===== src/rtl/key_repeat_module_if.sv =====
// Key inputs and step/level outputs of key_repeat_module.
// The master side drives the raw active-low keys; the slave side is the debouncer.
interface key_repeat_module_if;
   logic Key_Add_n;
   logic Key_Sub_n;
   logic KW_Add_Pulse;
   logic KW_Sub_Pulse;
   logic Key_Add_Level;
   logic Key_Sub_Level;
   logic Conflict;

   modport master (
      output Key_Add_n, Key_Sub_n,
      input  KW_Add_Pulse, KW_Sub_Pulse, Key_Add_Level, Key_Sub_Level, Conflict
   );

   modport slave (
      input  Key_Add_n, Key_Sub_n,
      output KW_Add_Pulse, KW_Sub_Pulse, Key_Add_Level, Key_Sub_Level, Conflict
   );
endinterface


===== src/rtl/key_repeat_module.sv =====
// Debounces the add/subtract frequency keys and turns them into single-cycle
// step pulses with hold-to-repeat; index 0 is the add key, index 1 subtract.
module key_repeat_module #(
   parameter int DEBOUNCE_CYCLES = 1_000_000,
   parameter int REPEAT_DELAY    = 25_000_000,
   parameter int REPEAT_PERIOD   = 5_000_000,
   parameter bit REPEAT_EN       = 1'b1
) (
   input logic                CLK,
   input logic                RST,
   key_repeat_module_if.slave keys
);

   localparam int DB_W = $clog2(DEBOUNCE_CYCLES) + 1;
   localparam int RD_W = $clog2(REPEAT_DELAY) + 1;
   localparam int RP_W = $clog2(REPEAT_PERIOD) + 1;
   localparam int RC_W = (RD_W > RP_W) ? RD_W : RP_W;

   localparam logic [DB_W-1:0] DB_LAST = DB_W'(DEBOUNCE_CYCLES - 1);
   localparam logic [RC_W-1:0] RD_LAST = RC_W'(REPEAT_DELAY - 1);
   localparam logic [RC_W-1:0] RP_LAST = RC_W'(REPEAT_PERIOD - 1);

   typedef enum logic [1:0] {IDLE, HELD_DELAY, REPEAT} state_t;

   logic [1:0]      sync_p0;
   logic [1:0]      sync_p1;
   logic [1:0]      pressed;
   logic [DB_W-1:0] db_cnt    [2];
   logic [DB_W-1:0] db_cnt_nx [2];
   logic [1:0]      level;
   logic [1:0]      level_nx;
   state_t          state     [2];
   state_t          state_nx  [2];
   logic [RC_W-1:0] rep_cnt    [2];
   logic [RC_W-1:0] rep_cnt_nx [2];
   logic [1:0]      pulse;
   logic [1:0]      pulse_nx;
   logic            conflict;
   logic            conflict_nx;
   logic            hold;

   assign pressed = ~sync_p1;

   always_comb begin
      for (int k = 0; k < 2; k++) begin
         db_cnt_nx[k] = '0;
         level_nx[k]  = level[k];
         if (pressed[k] != level[k]) begin
            if (db_cnt[k] == DB_LAST) begin
               level_nx[k] = ~level[k];
            end else begin
               db_cnt_nx[k] = db_cnt[k] + DB_W'(1);
            end
         end
      end
   end

   assign conflict_nx = &level_nx;
   // The release edge of a conflict still holds the counters, so the surviving key
   // restarts its delay from zero exactly like a fresh press.
   assign hold = conflict | conflict_nx;

   always_comb begin
      for (int k = 0; k < 2; k++) begin
         state_nx[k]   = state[k];
         rep_cnt_nx[k] = rep_cnt[k];
         pulse_nx[k]   = 1'b0;
         if (!level_nx[k]) begin
            state_nx[k]   = IDLE;
            rep_cnt_nx[k] = '0;
         end else begin
            unique case (state[k])
               IDLE: begin
                  state_nx[k]   = HELD_DELAY;
                  rep_cnt_nx[k] = '0;
                  pulse_nx[k]   = 1'b1;
               end
               HELD_DELAY: begin
                  if (REPEAT_EN) begin
                     if (rep_cnt[k] == RD_LAST) begin
                        state_nx[k]   = REPEAT;
                        rep_cnt_nx[k] = '0;
                        pulse_nx[k]   = 1'b1;
                     end else begin
                        rep_cnt_nx[k] = rep_cnt[k] + RC_W'(1);
                     end
                  end else begin
                     rep_cnt_nx[k] = '0;
                  end
               end
               REPEAT: begin
                  if (rep_cnt[k] == RP_LAST) begin
                     rep_cnt_nx[k] = '0;
                     pulse_nx[k]   = 1'b1;
                  end else begin
                     rep_cnt_nx[k] = rep_cnt[k] + RC_W'(1);
                  end
               end
               default: begin
                  state_nx[k]   = IDLE;
                  rep_cnt_nx[k] = '0;
               end
            endcase
            if (hold) begin
               state_nx[k]   = HELD_DELAY;
               rep_cnt_nx[k] = '0;
               pulse_nx[k]   = 1'b0;
            end
         end
      end
   end

   always_ff @(posedge CLK) begin
      if (RST) begin
         sync_p0  <= 2'b11;
         sync_p1  <= 2'b11;
         level    <= '0;
         pulse    <= '0;
         conflict <= 1'b0;
         for (int k = 0; k < 2; k++) begin
            db_cnt[k]  <= '0;
            state[k]   <= IDLE;
            rep_cnt[k] <= '0;
         end
      end else begin
         // synchronizer stages
         sync_p0  <= {keys.Key_Sub_n, keys.Key_Add_n};
         sync_p1  <= sync_p0;
         level    <= level_nx;
         pulse    <= pulse_nx;
         conflict <= conflict_nx;
         for (int k = 0; k < 2; k++) begin
            db_cnt[k]  <= db_cnt_nx[k];
            state[k]   <= state_nx[k];
            rep_cnt[k] <= rep_cnt_nx[k];
         end
      end
   end

   assign keys.KW_Add_Pulse  = pulse[0];
   assign keys.KW_Sub_Pulse  = pulse[1];
   assign keys.Key_Add_Level = level[0];
   assign keys.Key_Sub_Level = level[1];
   assign keys.Conflict      = conflict;

endmodule

===== src/flat_wrapper.sv =====
// flat-port wrapper written by rule: the top's interface ports become plain ports
module key_repeat_module_flat 
#(
   parameter int DEBOUNCE_CYCLES = 1_000_000,
   parameter int REPEAT_DELAY    = 25_000_000,
   parameter int REPEAT_PERIOD   = 5_000_000,
   parameter bit REPEAT_EN       = 1'b1
)
  (CLK, RST, keys_Key_Add_n, keys_Key_Sub_n, keys_KW_Add_Pulse, keys_KW_Sub_Pulse, keys_Key_Add_Level, keys_Key_Sub_Level, keys_Conflict);
  key_repeat_module_if keys_i ();
  input logic CLK;
  input logic RST;
  input wire logic [$bits(keys_i.Key_Add_n)-1:0] keys_Key_Add_n;
  input wire logic [$bits(keys_i.Key_Sub_n)-1:0] keys_Key_Sub_n;
  output wire logic [$bits(keys_i.KW_Add_Pulse)-1:0] keys_KW_Add_Pulse;
  output wire logic [$bits(keys_i.KW_Sub_Pulse)-1:0] keys_KW_Sub_Pulse;
  output wire logic [$bits(keys_i.Key_Add_Level)-1:0] keys_Key_Add_Level;
  output wire logic [$bits(keys_i.Key_Sub_Level)-1:0] keys_Key_Sub_Level;
  output wire logic [$bits(keys_i.Conflict)-1:0] keys_Conflict;
  assign keys_i.Key_Add_n = keys_Key_Add_n;
  assign keys_i.Key_Sub_n = keys_Key_Sub_n;
  assign keys_KW_Add_Pulse = keys_i.KW_Add_Pulse;
  assign keys_KW_Sub_Pulse = keys_i.KW_Sub_Pulse;
  assign keys_Key_Add_Level = keys_i.Key_Add_Level;
  assign keys_Key_Sub_Level = keys_i.Key_Sub_Level;
  assign keys_Conflict = keys_i.Conflict;
  key_repeat_module #(.DEBOUNCE_CYCLES(DEBOUNCE_CYCLES), .REPEAT_DELAY(REPEAT_DELAY), .REPEAT_PERIOD(REPEAT_PERIOD), .REPEAT_EN(REPEAT_EN)) u_core (.CLK(CLK), .RST(RST), .keys(keys_i));
endmodule

===== config.mk =====
export PLATFORM = sky130hd
export DESIGN_NAME = key_repeat_module_flat
export DESIGN_NICKNAME = d
export VERILOG_FILES = /design/src/rtl/key_repeat_module_if.sv /design/src/rtl/key_repeat_module.sv /design/src/flat_wrapper.sv
export SDC_FILE = /design/constraint.sdc
export NUM_CORES = 1
export LEC_CHECK = 0
export CELL_PAD_IN_SITES_DETAIL_PLACEMENT = 1
export CELL_PAD_IN_SITES_GLOBAL_PLACEMENT = 1
export CORE_MARGIN = 2
export CORE_UTILIZATION = 50
export CTS_BUF_LIST = sky130_fd_sc_hd__clkbuf_4 sky130_fd_sc_hd__clkbuf_8
export CTS_CLUSTER_DIAMETER = 60
export CTS_CLUSTER_SIZE = 20
export DETAILED_ROUTE_END_ITERATION = 12
export PLACE_DENSITY_LB_ADDON = 0.12
export SETUP_SLACK_MARGIN = 0.4
export SYNTH_ARGS = -nofsm -noshare
export SYNTH_HDL_FRONTEND = slang
export SYNTH_SLANG_ARGS = --single-unit

===== constraint.sdc =====
create_clock -name CLK -period 2.7 [get_ports CLK]
set_input_delay 0.81 -clock CLK [delete_from_list [all_inputs] [get_ports CLK]]
set_output_delay 0.81 -clock CLK [all_outputs]
set_load 0.005 [all_outputs]

After elaboration in Yosys (flattened, before gate mapping). Memories as Yosys holds them, arrays and structs flattened. Index checks and enable logic that the tools add are counted.

Bits in registers: 9. Bits of input ports: 4. Word-level logic and storage cells: 83. Output and inout port bits: 5. Memories kept: 3. Memory bits (writable): 98.

$add $sub $neg: 4. Reductions and logical operators: 5. Eq/ne operators: 12. Mux-type cells: 41. Bitwise logic cells: 12.

Memory list: u_core.rep_cnt (depth 2, width 26, read ports 2, clocked after Yosys merged registers in 0, wr ports 2, RTL line key_repeat_module.sv:34) `logic [RC_W-1:0] rep_cnt [2];`; u_core.db_cnt (depth 2, width 21, read ports 2, clocked after Yosys merged registers in 0, wr ports 2, RTL line key_repeat_module.sv:28) `logic [DB_W-1:0] db_cnt [2];`; u_core.state (depth 2, width 2, read ports 2, clocked after Yosys merged registers in 0, wr ports 2, RTL line key_repeat_module.sv:32) `state_t state [2];`.

Operator list (number): $mux W26 (10); $mux W21 (6); $pmux W26 S2 (2); $add A26 B1 Y26 const B (2); $eq A26 B23 Y1 const B (2); $eq A26 B25 Y1 const B (2); $add A21 B1 Y21 const B (2); $eq A21 B20 Y1 const B (2); $mux W2 (8); $pmux W2 S3 (2); $mux W1 (11); $or A1 B1 Y1 (7); $pmux W1 S3 (2); $reduce_or A3 Y1 (2); $eq A2 B1 Y1 const B (2); $eq A2 B2 Y1 const B (2); $logic_not A2 Y1 (2); $not A1 Y1 (4); $ne A1 B1 Y1 (2); $not A2 Y2 (1); $reduce_and A2 Y1 (1).

Longest topological paths before layout. Gate-level depths: netlist of run 1.

Word-level depth: 8. Mapped depth: 9. Mapped depth without buffers: 7.

Worst setup path before layout of run 1. OpenSTA, ideal clock, no wires.

Path type: register to register. Start: memory u_core.db_cnt[0][36] in the netlist's numbering. End: memory u_core.rep_cnt[0][10] in the netlist's numbering. Required time: 2636 ps. Setup time: 64 ps. Path slack: 562 ps. Arrival time: 2074 ps. Buffers on the path: 2. Cell stages (with the launch flop): 8. Period minus slack after synthesis: 2138 ps. Cell sequence: dfxtp_1 > or4_4 > nor4_4 > mux2i_1 > or4_1 > buf_2 > buf_6 > nor2_1.

RTL lines (RTL line): from (decl) (key_repeat_module.sv:28); to (decl) (key_repeat_module.sv:34).

==> impl_metrics.tcl, run 1 <==
set metrics [dict create \
    synth-edff-count 0 \
    status "finished clean" \
    cts_sinks 107 \
    r2r-end "u_core.rep_cnt[0][12]" \
    tightest_slew_ns 0.727 \
    layout_commonest_cell "dfxtp_1" \
    grt_pass1_wl_mm 16.9 \
    startpoint_type "flop" \
    period_share 0.869 \
    max_freq_ghz 0.426 \
    fin_util 0.600 \
    grt_use_total 0.202 \
    netSwitchingFraction 0.226 \
    powerDensity_mw_per_mm2 448 \
    vdd_drop_max_uv 376 \
    die_x_um 102 \
    cts-root-buf "clkbuf_8" \
    p_sw_mw 0.565 \
    die_area_mm2 0.0104 \
    min_period_ns 2.35 \
    via_per_inst 5.39 \
    crit_start "u_core.db_cnt[0][31]" \
    preCtsSetupSlack_ns 0.311 \
    clkPwrFrac 0.359 \
    portBuffers 8 \
    p_seq_frac 0.633 \
    drv_slew 0 \
    firstDrtPassIters 4 \
    top_usage_layer "met2" \
    max_slew_margin 0.512 \
    clk_pin_slew_ns 0.10 \
    clockBufferDepth 2 \
    r2r_cells 6 \
    finalSetupTns_ns 0 \
    netlist_area_mm2 0.00481 \
    yosysSeqAreaShare 0.445 \
    h-tree-depth 3 \
    ios 9 \
    rrSetupSlack_ns 0.35 \
    setup_ws_ns 0.353 \
    final_cells 712 \
    synth_warnings 0 \
    num-fill-cells 1093 \
    wl_mm 11.1 \
    p_leak_nw 1.71 \
    met3_usage 0.0458 \
    hold_path.class "reg2reg" \
    finalClockSkew_ns 0.00973 \
    place_inst 687 \
    power_mw 2.50 \
    met1_usage 0.244 \
    syn_to_final_growth_pct 15.8 \
    postPlaceCellArea_mm2 0.00503 \
    finalSetupViolCount 0 \
    die_y_um 102 \
    vias 3839 \
    cp-endpoint "u_core.rep_cnt[0][12]" \
    multi_input_area_mm2 0.00277 \
    hold_buffers 0 \
    intPower_mw 1.93 \
    n_antenna_cell 0 \
    power_frac_comb 0.008 \
    gp_congestion 0.836 \
    synth_seq_cells 107 \
    drcViolationCount 0 \
    start_util 0.518 \
    synth_nets 575 \
    grt-ovfl-total 0 \
    async_flop_share 0 \
    drive_above_1_share 0.132 \
    crit_type "reg2reg" \
    finalNetCount 595 \
    ys.flop_type "dfxtp_1" \
    grt_setup_unrepaired "true" \
    core_area_mm2 0.00928 \
    dp_hpwl_mm 7.03 \
    finalInstanceArea_mm2 0.00557 \
    cts_made_buffers 9 \
    maxCapViolations 0 \
    whs_ns 0.423 \
    cp-end-kind "flop" \
    crit_path_max_fanout 6 \
    avgSynthCellArea_um2 8.62 \
    final_cell_mix "101 x dfxtp_1, 93 x nor2_1, 46 x xor2_1" \
    crit_required_ns 3.02 \
    met2_usage 0.359 \
    cts_tree "built" \
    num_rows 35 \
    drt-initial-drc-count 81 \
    syn_inst 558 \
    wl_per_cell_um 15.7 \
    ant_nets 0 \
    antenna_found_initial 0 \
    clk_latency_ns 0.38 \
    grt_max_degree 27 \
    grt_pass1_vias 3810 \
    hold_viol 0 \
    synth_cell_types 40 \
    timing.rr.start "u_core.db_cnt[0][31]" \
    seq_area_mm2 0.00215 \
    cp.arrival_ns 2.67 \
]
==> Yosys cell counts, types with 3 or more instances <==
library cell | count | area share
ha_1 | 13 | 0.034
or3_1 | 9 | 0.012
nand2_1 | 37 | 0.029
nand2b_1 | 3 | 0.0039
and2_1 | 4 | 0.0052
nand4_1 | 21 | 0.027
mux2i_1 | 5 | 0.010
and3_1 | 9 | 0.012
or2_2 | 5 | 0.0065
nor4_1 | 7 | 0.0091
clkbuf_1 | 10 | 0.0078
nor4bb_1 | 3 | 0.0062
nand4b_1 | 3 | 0.0055
nor3_1 | 19 | 0.020
and4_1 | 6 | 0.011
dfxtp_1 | 107 | 0.45
inv_1 | 20 | 0.016
o22ai_1 | 3 | 0.0039
nand3_1 | 36 | 0.037
xnor2_1 | 36 | 0.066
nor2_1 | 114 | 0.089
o21ai_0 | 7 | 0.0073
a21oi_1 | 12 | 0.012
xor2_1 | 46 | 0.084
==> area by class of cell <==
class / instances / share of cell area
tap: 129 / 0.0290
clock buffer: 10 / 0.0236
inverter: 20 / 0.0135
clock inverter: 6 / 0.00763
multi-input combinational: 418 / 0.497
sequential: 107 / 0.387
timing repair buffer: 22 / 0.0424
==> worst min-delay path by stage <==
stage / startpoint / endpoint / slack (ns) / depth (start not counted)
after detailed placement: u_core.sync_p0[1] / u_core.sync_p1[1] / 0.40 / 1
after global routing: u_core.sync_p0[1] / u_core.sync_p1[1] / 0.44 / 1
after CTS: u_core.sync_p0[1] / u_core.sync_p1[1] / 0.43 / 1
after global placement: u_core.sync_p0[1] / u_core.sync_p1[1] / 0.39 / 1
after floorplan: u_core.sync_p0[0] / u_core.sync_p1[0] / 0.39 / 1
final: u_core.sync_p0[1] / u_core.sync_p1[1] / 0.42 / 1
==> power by group through the flow <==
| stage | logic [mW] | clock network (mW) | registers [mW] |
|---|---|---|---|
| 2_1_floorplan | 0.0106 | 0 | 1.62 |
| 3_3_place_gp | 0.0188 | 0 | 1.62 |
| 3_5_place_dp | 0.0192 | 0 | 1.62 |
| 4_1_cts | 0.0196 | 0.922 | 1.58 |
| 5_1_grt | 0.0216 | 0.987 | 1.58 |
| 6_report | 0.0201 | 0.898 | 1.58 |
==> kinds of logic after synthesis <==
kind of cell / after synthesis / synth area share
AO/OA/AOI/OAI: 28 / 0.0328
AND/OR/NAND/NOR: 290 / 0.300
adder cells (fa/ha/maj): 13 / 0.0338
flip-flops: 107 / 0.445
multiplexers: 5 / 0.0104
XOR/XNOR: 82 / 0.149
buffers and inverters: 33 / 0.0291
==> per-layer routing <==
layer,wire [um],up-vias
met1,5130,1882
li1,-,1927
met5,0,-
met2,5670,19
met4,115,0
met3,229,11
==> worst max-delay path, cell delays in order, from the launching register on <==
cell       delay, ns
dfxtp_2         0.34
or4_4           0.54
nor4_4          0.43
mux2i_2         0.15
or4_4           0.53
clkbuf_16       0.23
nor2_4          0.07
==> state kept, by name, indices dropped and copies added, names as in the netlist <==
name,cells
u_core.keys.Conflict,1
u_core.state,4
u_core.sync_p1,2
u_core.rep_cnt,52
u_core.pulse,2
u_core.sync_p0,2
u_core.db_cnt,42
u_core.level,2
==> timing repair <==
| item | CTS | global route |
|---|---|---|
| resized for setup | 7 | 62 |
| endpoints found under the setup margin | 26 | 48 |
| pin swaps | 1 | 28 |
| setup buffers | 1 | 5 |
| gates cloned | 0 | 3 |
Power figures use the tool's default switching activity.
==> run 2: changes to the inputs <==
Settings changed: GPL_ROUTABILITY_DRIVEN set to 0.
==> results of run 2 <==
Final layout, timing and power as in run 1 (identical DEF).
==> variant 1, RTL diff (flow settings as in run 1) <==
`REPEAT_EN` is set to 1'b1 in 2 places; all go to 1'b0.
--- a/src/rtl/key_repeat_module.sv
+++ b/src/rtl/key_repeat_module.sv
@@ -5,5 +5,5 @@
    parameter int REPEAT_DELAY    = 25_000_000,
    parameter int REPEAT_PERIOD   = 5_000_000,
-   parameter bit REPEAT_EN       = 1'b1
+   parameter bit REPEAT_EN       = 1'b0
 ) (
    input logic                CLK,
--- a/src/flat_wrapper.sv
+++ b/src/flat_wrapper.sv
@@ -5,5 +5,5 @@
    parameter int REPEAT_DELAY    = 25_000_000,
    parameter int REPEAT_PERIOD   = 5_000_000,
-   parameter bit REPEAT_EN       = 1'b1
+   parameter bit REPEAT_EN       = 1'b0
 )
   (CLK, RST, keys_Key_Add_n, keys_Key_Sub_n, keys_KW_Add_Pulse, keys_KW_Sub_Pulse, keys_Key_Add_Level, keys_Key_Sub_Level, keys_Conflict);
Behaviour: no difference found for any inputs over 10 cycles, from zero or initial values and one cycle with RST high; that may be too few to reach the edited logic, so the function may still have changed.
==> variant 1 against run 1 <==
- setup slack better by 0.25 ns
- sequential share of layout area up 3.6 points
- sequential power down 50%
- synthesized area down 52%
- worst hold slack worse by 0.0024 ns
- via count down 50%
- cell area down 55%
- sequential cell count down 54
- power down 50%
- wire length down 56%
- final cell count down 55%
- synthesized cell count down 53%
- critical path type is now reg2out
==> variant 1: results (changes against run 1) <==
Final #Nets -> 276 (-54%)
Yosys cell types -> 33 (-18%)
# fillers -> 540 (-51%)
Status -> finished, final reports clean
Via density -> 5.91 (+9.7%)
Largest net degree at the start of global routing -> 22 (-19%)
Critical Path AT -> 1.28 ns (-1.39 ns)
Syn_nets -> 269 (-53%)
Peak VDD IR -> 0.000364 V (-3.4%)
Biggest register -> u_core.db_cnt
Post-synthesis sequential area ratio -> 0.459 (+0.0142)
H-Tree Depth -> 2 (-1)
Layout cell share with drive strength beyond 1 -> 0.0701 (-0.0620)
Delay-heaviest family, CP -> buffers and inverters
DP Area -> 0.00243 sq mm (-52%)
Worst-Skew Late Latency -> 0.31 ns (-0.07 ns)
Top post-synthesis cells by count -> dfxtp_1 (53), nor2_1 (38), xor2_1 (21)
LEAKAGE -> 0.802 nW (-53%)
GRT Resource Usage Total -> 0.212 (+0.00961)
Routability cong. -> 0.740 (-11%)
Post-DP HPWL -> 3.42 mm (-51%)
CTS-repair resized insts -> 0 (-7)
Worst path slowest cell -> clkdlybuf4s50_1
Setup bufs post-CTS -> 0 (-1)
DR WL/cell -> 15.1 um (-3.8%)
Number of flip-flops in the largest register -> 42 (-19%)
## variant 1: cell types whose count changed in the layout (fill, tap and decap cells not counted), moves of 10 or more
cell / delta
dfxtp_1: -48
ha_1: -10
inv_1: -18
nand2_1: -20
nand3_1: -20
nor2_1: -55
nor2_4: -21
nor3_1: -11
xnor2_1: -29
xor2_1: -25
## variant 1: layer usage
| metal | up-vias | GRT usage | part of all wire |
|---|---|---|---|
| li1 | 950 | - | - |
| met1 | 934 | 0.297 | 0.51 |
| met2 | 19 | 0.333 | 0.45 |
| met3 | 7 | 0.0458 | 0.027 |
| met4 | 0 | 0.0566 | 0.011 |
| met5 | - | 0 | 0 |
## variant 1: cell families (layout without fill, tap and decap cells)
logic type                 Yosys count  in the layout  share of synthesized area
buffers and inverters               12             20                     0.0222
adders and majority gates            2              2                     0.0108
AOI/OAI and AO/OA                   33             33                     0.0813
DFF                                 53             53                      0.459
and+or+nand+nor                    135            135                      0.320
xor gates and xnor gates            28             28                      0.106
## variant 1: layout make-up
type | instances | area, sq um | share of cell area
Multi-Input combinational cell | 198 | 1200 | 0.477
Sequential cell | 53 | 1060 | 0.422
Timing Repair Buffer | 10 | 95.1 | 0.0378
Clock buffer | 6 | 76.3 | 0.0304
Tap cell | 52 | 65.1 | 0.0259
Clock inverter | 2 | 10.0 | 0.00398
Inverter | 2 | 7.51 | 0.00299
## variant 1: power breakdown
part	total [mW]	switching, mW	internal [mW]
Sequential	0.787	0.00250	0.785
Combinational	0.0170	0.00910	0.00794
Clock	0.440	0.250	0.190
## variant 1: final timing paths
path,start,to,slack [ns],cells after the start
setup / recovery,u_core.keys.Conflict,keys_Conflict,0.61,1
hold / removal,u_core.sync_p0[1],u_core.sync_p1[1],0.42,1
setup reg to reg,u_core.db_cnt[0][0],u_core.db_cnt[0][2],0.67,6
hold reg to reg,u_core.sync_p0[1],u_core.sync_p1[1],0.42,1
## variant 1: stage by stage
step / total power [mW] / instances / setup slack (ns) / utilization
floorplan: 0.815 / 263 / 0.901 / -
global placement: 0.822 / 315 / 0.614 / 0.550
detailed placement: 0.823 / 315 / 0.577 / 0.550
CTS: 1.26 / 323 / 0.594 / 0.569
global route: 1.31 / 323 / 0.499 / 0.569
finish: 1.24 / 323 / 0.606 / 0.569
==> variant 2, RTL diff (flow settings as in run 1) <==
Without the edit above. Register the output `keys.Key_Add_Level`, without a reset; this adds one clock of latency there.
--- a/src/rtl/key_repeat_module.sv
+++ b/src/rtl/key_repeat_module.sv
@@ -140,5 +140,7 @@
    assign keys.KW_Add_Pulse  = pulse[0];
    assign keys.KW_Sub_Pulse  = pulse[1];
-   assign keys.Key_Add_Level = level[0];
+   always_ff @(posedge CLK) begin
+      keys.Key_Add_Level <= level[0];
+   end
    assign keys.Key_Sub_Level = level[1];
    assign keys.Conflict      = conflict;
Function: no difference found for any inputs over 10 cycles, from zero or initial values and one cycle with RST high; that may be too few to reach the edited logic, so the function may still have changed.
==> variant 2 against run 1 <==
- wire length down 2.8%
- cell area down 3.7%
- sequential cell count up 1
- power up 7.1%
- synthesized area up 0.42%
- clock skew down 0.0030 ns
- via count up 0.96%
- setup slack better by 0.14 ns
- critical path type is now reg2out
==> variant 2: results (changes against run 1) <==
Peak VDD IR -> 0.000391 V (+4.0%)
DP Area -> 0.00505 sq mm (+0.40%)
Clock network power share -> 0.395 (+0.036)
LEAKAGE -> 1.65 nW (-3.6%)
Post-Layout Cell Count -> 707 (-0.70%)
Layout area overhead -> 11.0%
Nonclk buf count -> 17 (-23%)
Synthesized area per cell -> 8.64 sq um (+0.24%)
Flop2flop setup slack -> 0.50 ns (+0.14 ns)
Routability cong. -> 0.804 (-3.9%)
Global-route met3 utilization -> 0.0499 (+0.00410)
Worst Hold End -> u_core.keys.Key_Add_Level
Clock-cell share -> 0.0389 (+0.00774)
Worst hold path startpoint -> u_core.level[0]
First-pass GRT wire length -> 18.2 mm (+7.6%)
Worst Max-Slew Pin Slew -> 0.738 ns (+0.0106 ns)
Layout cell share with drive strength beyond 1 -> 0.0796 (-0.0525)
FF-to-FF End -> u_core.rep_cnt[0][9]
Final Skew -> 0.00670 ns (-0.00303 ns)
FF/Latch Area -> 0.00217 sq mm (+0.52%)
FF-to-FF path depth -> 7 (+1)
WL met1 -> 4.87 mm (-5.1%)
Syn_nets -> 576 (+0.17%)
Reg2reg start -> u_core.db_cnt[0][17]
Synth top area cells -> dfxtp_1 (45%), nor2_1 (8.9%), xor2_1 (8.3%)
Met1 GRT Util -> 0.260 (+0.0163)
Die area -> 0.0105 sq mm (+0.39%)
# fillers -> 1117 (+2.2%)
Hold-critical path depth -> 0 (-1)
Delay-heaviest family, CP -> buffers and inverters
WL met2 -> 5.69 mm (+0.33%)
Multi-input logic area -> 0.00259 sq mm (-6.5%)
Status -> finished, final reports clean
Hold WS -> 0.418 ns (-0.00504 ns)
Setup bufs post-CTS -> 3 (+2)
Final #Nets -> 591 (-0.67%)
Power Total -> 2.68 mW (+7.1%)
Grt met2 use -> 0.394 (+0.0349)
Vias -> 3876 (+0.96%)
Post-DP HPWL -> 7.62 mm (+8.4%)
[variant 2: worst max-delay path by stage]
stage | start | slack (ns) | cells after the start | end
finish | u_core.keys.Conflict | 0.50 | 1 | keys_Conflict
global route | u_core.db_cnt[0][1] | 0.39 | 8 | u_core.rep_cnt[0][22]
CTS | u_core.db_cnt[0][36] | 0.40 | 5 | u_core.pulse[1]
detailed placement | u_core.db_cnt[0][0] | 0.25 | 8 | u_core.rep_cnt[0][3]
global placement | u_core.rep_cnt[0][11] | 0.39 | 7 | u_core.rep_cnt[0][20]
floorplan | u_core.db_cnt[0][36] | 0.56 | 7 | u_core.rep_cnt[0][10]
[variant 2: cells by family after synthesis]
logic type	count (synthesis)	share of synthesized area
AO/OA/AOI/OAI	28	0.0326
buffers and inverters	33	0.0290
XOR/XNOR	82	0.149
multiplexers	5	0.0104
AND/OR/NAND/NOR	290	0.298
flip-flops	108	0.447
adder cells (fa/ha/maj)	13	0.0337
